## src/rtl/bcd_scan_display_if.sv

```systemverilog
// Producer-to-display handshake bundle for bcd_scan_display.
// The master modport drives the word, the slave modport returns in_ready.
interface bcd_scan_display_if;
   localparam int unsigned WORD_W = 16;
   localparam int unsigned DIGITS = 4;

   logic              in_valid;
   logic              in_ready;
   logic [WORD_W-1:0] bcd_in;
   logic [DIGITS-1:0] dp_in;
   logic              blank_in;

   modport master (output in_valid, bcd_in, dp_in, blank_in, input in_ready);
   modport slave  (input in_valid, bcd_in, dp_in, blank_in, output in_ready);
endinterface

```

## src/rtl/bcd_scan_display.sv

```systemverilog
// Double-buffered, time-multiplexed 4-digit seven-segment driver for BCD words.
// Optional macro SCAN_DIMMING_EN adds a 2-bit bright input that limits duty per digit slot.
module bcd_scan_display #(
   parameter int unsigned SCAN_DIV = 16
) (
   input  logic              clk,
   input  logic              rst_n,
   bcd_scan_display_if.slave bus,
`ifdef SCAN_DIMMING_EN
   input  logic [1:0]        bright,
`endif
   output logic [6:0]        seg_n,
   output logic              dp_n,
   output logic [3:0]        dig_n,
   output logic              err
);
   localparam int unsigned PW     = SCAN_DIV;
   localparam int unsigned WORD_W = 16;
   localparam int unsigned DIGITS = 4;

   // Segment pattern {g,f,e,d,c,b,a}, active low; non-BCD nibbles show "E"
   function automatic logic [6:0] seg_decode(input logic [3:0] v);
      case (v)
         4'd0:    return 7'h40;
         4'd1:    return 7'h79;
         4'd2:    return 7'h24;
         4'd3:    return 7'h30;
         4'd4:    return 7'h19;
         4'd5:    return 7'h12;
         4'd6:    return 7'h02;
         4'd7:    return 7'h78;
         4'd8:    return 7'h00;
         4'd9:    return 7'h10;
         default: return 7'h06;
      endcase
   endfunction

   // True when any nibble of the word is outside 0..9
   function automatic logic has_bad_nibble(input logic [WORD_W-1:0] w);
      logic bad;
      bad = 1'b0;
      for (int k = 0; k < DIGITS; k++) begin
         if (w[4*k +: 4] > 4'd9) bad = 1'b1;
      end
      return bad;
   endfunction

   logic [PW-1:0]     pre_q,        pre_nxt;
   logic [1:0]        idx_q,        idx_nxt;
   logic              ready_q,      ready_nxt;
   logic [WORD_W-1:0] pend_word_q,  pend_word_nxt;
   logic [DIGITS-1:0] pend_dp_q,    pend_dp_nxt;
   logic              pend_blank_q, pend_blank_nxt;
   logic [WORD_W-1:0] shd_word_q,   shd_word_nxt;
   logic [DIGITS-1:0] shd_dp_q,     shd_dp_nxt;
   logic              shd_blank_q,  shd_blank_nxt;
   logic              err_nxt;
   logic [6:0]        seg_nxt;
   logic              dp_nxt;
   logic [3:0]        dig_nxt;

   logic              tick_c, frame_end_c, xfer_c, lit_c, blank_dig_c;
   logic [3:0]        nib_c [DIGITS];
   logic [DIGITS-1:0] lz_c;

   assign bus.in_ready = ready_q;

   // Next-state: prescaler/scan, handshake buffers, sticky error and display outputs
   always_comb begin
      pre_nxt        = pre_q + PW'(1);
      idx_nxt        = idx_q;
      ready_nxt      = ready_q;
      pend_word_nxt  = pend_word_q;
      pend_dp_nxt    = pend_dp_q;
      pend_blank_nxt = pend_blank_q;
      shd_word_nxt   = shd_word_q;
      shd_dp_nxt     = shd_dp_q;
      shd_blank_nxt  = shd_blank_q;
      err_nxt        = err;

      tick_c      = &pre_q;
      frame_end_c = tick_c && (idx_q == 2'd3);
      xfer_c      = bus.in_valid && ready_q;

      if (tick_c) idx_nxt = idx_q + 2'd1;

      // Pending is only full when ready is low, so the two cases never collide
      if (frame_end_c && !ready_q) begin
         shd_word_nxt  = pend_word_q;
         shd_dp_nxt    = pend_dp_q;
         shd_blank_nxt = pend_blank_q;
         ready_nxt     = 1'b1;
      end
      if (xfer_c) begin
         pend_word_nxt  = bus.bcd_in;
         pend_dp_nxt    = bus.dp_in;
         pend_blank_nxt = bus.blank_in;
         ready_nxt      = 1'b0;
         if (has_bad_nibble(bus.bcd_in)) err_nxt = 1'b1;
      end

      for (int k = 0; k < DIGITS; k++) nib_c[k] = shd_word_nxt[4*k +: 4];

      // lz_c[k]: digit k and every digit above it are zero
      lz_c[3] = (nib_c[3] == 4'd0);
      lz_c[2] = lz_c[3] && (nib_c[2] == 4'd0);
      lz_c[1] = lz_c[2] && (nib_c[1] == 4'd0);
      lz_c[0] = 1'b0;
      blank_dig_c = shd_blank_nxt && lz_c[idx_nxt];

      lit_c = (pre_nxt != '0);
`ifdef SCAN_DIMMING_EN
      lit_c = lit_c && (pre_nxt[PW-1 -: 2] <= bright);
`endif

      seg_nxt = 7'h7F;
      dp_nxt  = 1'b1;
      dig_nxt = 4'hF;
      if (lit_c) begin
         dig_nxt = ~(4'b0001 << idx_nxt);
         dp_nxt  = ~shd_dp_nxt[idx_nxt];
         seg_nxt = blank_dig_c ? 7'h7F : seg_decode(nib_c[idx_nxt]);
      end
   end

   // State and registered outputs
   always_ff @(posedge clk or negedge rst_n) begin
      if (!rst_n) begin
         pre_q        <= '0;
         idx_q        <= 2'd0;
         ready_q      <= 1'b1;
         pend_word_q  <= '0;
         pend_dp_q    <= '0;
         pend_blank_q <= 1'b0;
         shd_word_q   <= '0;
         shd_dp_q     <= '0;
         shd_blank_q  <= 1'b0;
         err          <= 1'b0;
         seg_n        <= 7'h7F;
         dp_n         <= 1'b1;
         dig_n        <= 4'hF;
      end else begin
         pre_q        <= pre_nxt;
         idx_q        <= idx_nxt;
         ready_q      <= ready_nxt;
         pend_word_q  <= pend_word_nxt;
         pend_dp_q    <= pend_dp_nxt;
         pend_blank_q <= pend_blank_nxt;
         shd_word_q   <= shd_word_nxt;
         shd_dp_q     <= shd_dp_nxt;
         shd_blank_q  <= shd_blank_nxt;
         err          <= err_nxt;
         seg_n        <= seg_nxt;
         dp_n         <= dp_nxt;
         dig_n        <= dig_nxt;
      end
   end
endmodule

```

## src/flat_wrapper.sv

```systemverilog
// flat-port wrapper written by rule: the top's interface ports become plain ports
module bcd_scan_display_flat 
#(
   parameter int unsigned SCAN_DIV = 16
)
  (clk, rst_n, seg_n, dp_n, dig_n, err, bus_in_valid, bus_bcd_in, bus_dp_in, bus_blank_in, bus_in_ready);
  bcd_scan_display_if bus_i ();
  input  logic clk;
  input  logic rst_n;
  output logic [6:0] seg_n;
  output logic dp_n;
  output logic [3:0] dig_n;
  output logic err;
  input wire logic [$bits(bus_i.in_valid)-1:0] bus_in_valid;
  input wire logic [$bits(bus_i.bcd_in)-1:0] bus_bcd_in;
  input wire logic [$bits(bus_i.dp_in)-1:0] bus_dp_in;
  input wire logic [$bits(bus_i.blank_in)-1:0] bus_blank_in;
  output wire logic [$bits(bus_i.in_ready)-1:0] bus_in_ready;
  assign bus_i.in_valid = bus_in_valid;
  assign bus_i.bcd_in = bus_bcd_in;
  assign bus_i.dp_in = bus_dp_in;
  assign bus_i.blank_in = bus_blank_in;
  assign bus_in_ready = bus_i.in_ready;
  bcd_scan_display #(.SCAN_DIV(SCAN_DIV)) u_core (.clk(clk), .rst_n(rst_n), .bus(bus_i), .seg_n(seg_n), .dp_n(dp_n), .dig_n(dig_n), .err(err));
endmodule
```

## config.mk

```make
export PLATFORM = sky130hd
export DESIGN_NAME = bcd_scan_display_flat
export DESIGN_NICKNAME = d
export VERILOG_FILES = /design/src/rtl/bcd_scan_display_if.sv /design/src/rtl/bcd_scan_display.sv /design/src/flat_wrapper.sv
export SDC_FILE = /design/constraint.sdc
export NUM_CORES = 1
export LEC_CHECK = 0
export BUFFER_PORTS_ARGS = -buffer_cell sky130_fd_sc_hd__buf_2
export CAP_MARGIN = 20
export CORE_ASPECT_RATIO = 2
export CORE_UTILIZATION = 40
export DETAILED_ROUTE_END_ITERATION = 10
export SYNTH_ARGS = -nofsm -noshare
export SYNTH_HDL_FRONTEND = slang
export SYNTH_SLANG_ARGS = --single-unit
```

## constraint.sdc

```tcl
create_clock -name clk -period 3.76 [get_ports clk]
set_input_delay 0.752 -clock clk [delete_from_list [all_inputs] [get_ports clk]]
set_output_delay 0.752 -clock clk [all_outputs]
set_load 0.005 [all_outputs]
```

==> impl_metrics.toml <==
[route]
num_vias = 2245
totalWireLength_mm = 6.98
vias_per_cell = 5.31
routedWlPerCell_um = 16.5
ant_nets = 0
drc_errors = 0
dr.first_iter.drc_count = 98
dr.pass1.iters = 4

[die]
initial_core_util_pct = 40.8
die-area_sq_um = 9170
boundaryPins = 38
die_w_um = 68.2
coreArea_sq_um = 8590
dieHeight_um = 134
rows = 48

[sta]
slew_headroom_pct = 37.0
clock_skew_ns = 0.00626
rsz0062_at_grt = "no"
fmax_ghz = 0.300
post-route-period-util_pct = 88.5
period_needed_ns = 3.33
drv_slew = 0
max_slew.worst_pin.slew_ns = 0.943
setup_viol = 0
hold_viol = 0
finalSetupTns_ns = 0

[clocking]
cts-root-buf = "clkbuf_16"
clockBufferDepth = 2
cts_repair_resize_count = 0
cts-hold-fix-buffers = 0
cts_buffers = 9
clk_latency_ns = 0.33
htreeDepth = 3
cts_tree = "done"
path_clk_slew_ns = 0.06
cts_sinks = 74
post_cts_buffers = 0

[worst_setup_path]
endpoint_kind = "register"
startpoint_type = "register"
cp_slowest_stage_delay_ns = 0.43
crit_buf_inv = 1
worst_path_max_delay_cell = "nand4_4"
rrSetupSlack_ns = 0.43
path_cells = "ha_1 -> nand3_4 -> nor3_4 -> nand4_4 -> mux2_2 -> mux2i_1 -> mux2i_1 -> inv_1 -> ha_1 -> or3_1 -> o211ai_1"
critical-path-top-delay-family = "simple AND/OR/NAND/NOR gates"
critPathKind = "register to register"
critical_path.max_fanout = 27
cp.required_ns = 4.01
critPathArrivalTime_ns = 3.57

[min_path]
hold_path_class = "register to register"

[cells_and_area]
nets = 350
n_antenna_cell = 0
fin_util_pct = 47.9
regArea_sq_um = 1870
drive_above_1_share_pct = 38.7
fillers = 811
final_common_cell = "dfrtp_1"
layout_common_cells = "61 x dfrtp_1, 44 x mux2_2, 37 x buf_2"
area_growth_pct = 17.3
multi_input_area_sq_um = 1550

[synthesis]
async_flop_share_pct = 100
synth_top_area_share_pct = 43.5
synth_edf_count = 0
synth_area_leaders = "dfrtp_1 44%, mux2_2 14%, dfstp_2 9.7%"
ys_warn_count = 0
syn-cell-area_sq_um = 3510
syn_nets = 310
synth_top_area_cell = "dfrtp_1"
synth-seq-cells = 74
netlist_instances = 278
ys_seq_area_share_pct = 53.3
synth.distinct_cells = 54
syn_area_per_cell_sq_um = 12.6
synth_ff_type = "dfrtp_1"

[power]
leakagePower_nw = 1.93
max-vdd-ir-drop_mv = 0.259
power.density_nw_per_um2 = 447

[placement]
io_buffers = 37
place_congestion = 0.756
hpwlAfterDp_mm = 5.03

[global_route]
grt_pass1_wl_mm = 11.7
grt_max_degree = 41
antenna_found_initial = 0
grt_pass1_vias = 2354
grt_use_total_pct = 17.7
grt_overflow_total = 0

[flow_run]
cap_violations = 0

[outcome]
status = "complete, no violations"
-- synthesized netlist by cell type (all sizes together) (2+ instances only) --
master,n
a21oi,7
a31oi,3
and2,4
and3,4
and4,2
buf,9
clkbuf,3
dfrtp,61
dfstp,13
ha,8
inv,6
mux2,45
mux2i,14
nand2,12
nand2b,2
nand3,13
nand4,6
nor2,9
nor3,3
nor4,7
o21ai,11
o22ai,2
xnor2,10
xor2,6
-- layer usage --
layer	track usage (%)	routed length [um]	up-vias
li1	-	-	1079
met1	19.7	2740	1127
met3	4.93	177	12
met5	0	0	-
met2	29.7	3860	27
met4	8.80	201	0
-- flip-flops by register name, indices dropped and copies added, names as in the netlist --
name                 flops
u_core.pend_word_q      16
u_core.pre_q            16
u_core.shd_word_q       16
u_core.seg_n             7
u_core.dig_n             4
u_core.pend_dp_q         4
u_core.shd_dp_q          4
u_core.idx_q             2
u_core.bus.in_ready      1
u_core.dp_n              1
u_core.err               1
u_core.pend_blank_q      1
u_core.shd_blank_q       1
-- per-stage QoR --
stage,hold WS (ns),setup slack (ns),instance area [sq um],power [W],std cells
2_1_floorplan,0.456,0.726,3510,0.000878,278
3_5_place_dp,0.452,0.409,3780,0.000925,407
5_1_grt,0.495,0.149,4110,0.00192,423
6_report,0.462,0.431,4110,0.00184,423
4_1_cts,0.470,0.401,4110,0.00186,423
3_3_place_gp,0.451,0.520,3780,0.000923,407
-- final timing paths --
check / start / to / cells past startpoint
setup / recovery: u_core.pre_q[0] / u_core.seg_n[4] / 11
hold / removal: u_core.err / u_core.err / 1
setup reg to reg: u_core.pre_q[0] / u_core.seg_n[4] / 11
hold reg to reg: u_core.err / u_core.err / 1
max in group asynchronous: rst_n / u_core.dig_n[3] / 2
min in group asynchronous: rst_n / u_core.shd_word_q[3] / 1
-- final cells by class --
class | count | area share (%)
Clock buffer | 10 | 5.81
Clock inverter | 6 | 2.19
Inverter | 6 | 0.548
Multi-Input combinational cell | 186 | 37.7
Sequential cell | 74 | 45.4
Tap cell | 100 | 3.04
Timing Repair Buffer | 41 | 5.23
-- worst reg2reg max path, delay by kind of cell (launching register included) --
kind	cells	cell delay (ns)
fa+ha+maj	2	0.55
compound gates	1	0.12
mux	3	0.81
flops	1	0.42
buf+inv	1	0.15
simple gates	4	1.19
-- where the power goes --
group	switching [W]	total, W	internal [W]	leakage, nW
Sequential	0.0000210	0.000846	0.000825	0.937
Combinational	0.0000295	0.0000620	0.0000325	0.836
Clock	0.000331	0.000930	0.000600	0.159
-- logic make-up (layout without fill, tap and decap cells) --
group,Yosys count,in the layout,share of synthesized area (%)
AOI/OAI and AO/OA,34,34,6.14
xor gates and xnor gates,16,16,4.00
adders and majority gates,8,8,2.86
buffers and inverters,18,63,2.46
DFF,74,74,53.3
muxes,60,60,19.6
and+or+nand+nor,68,68,11.7
Note: power is estimated with default switching activity, not from simulation.
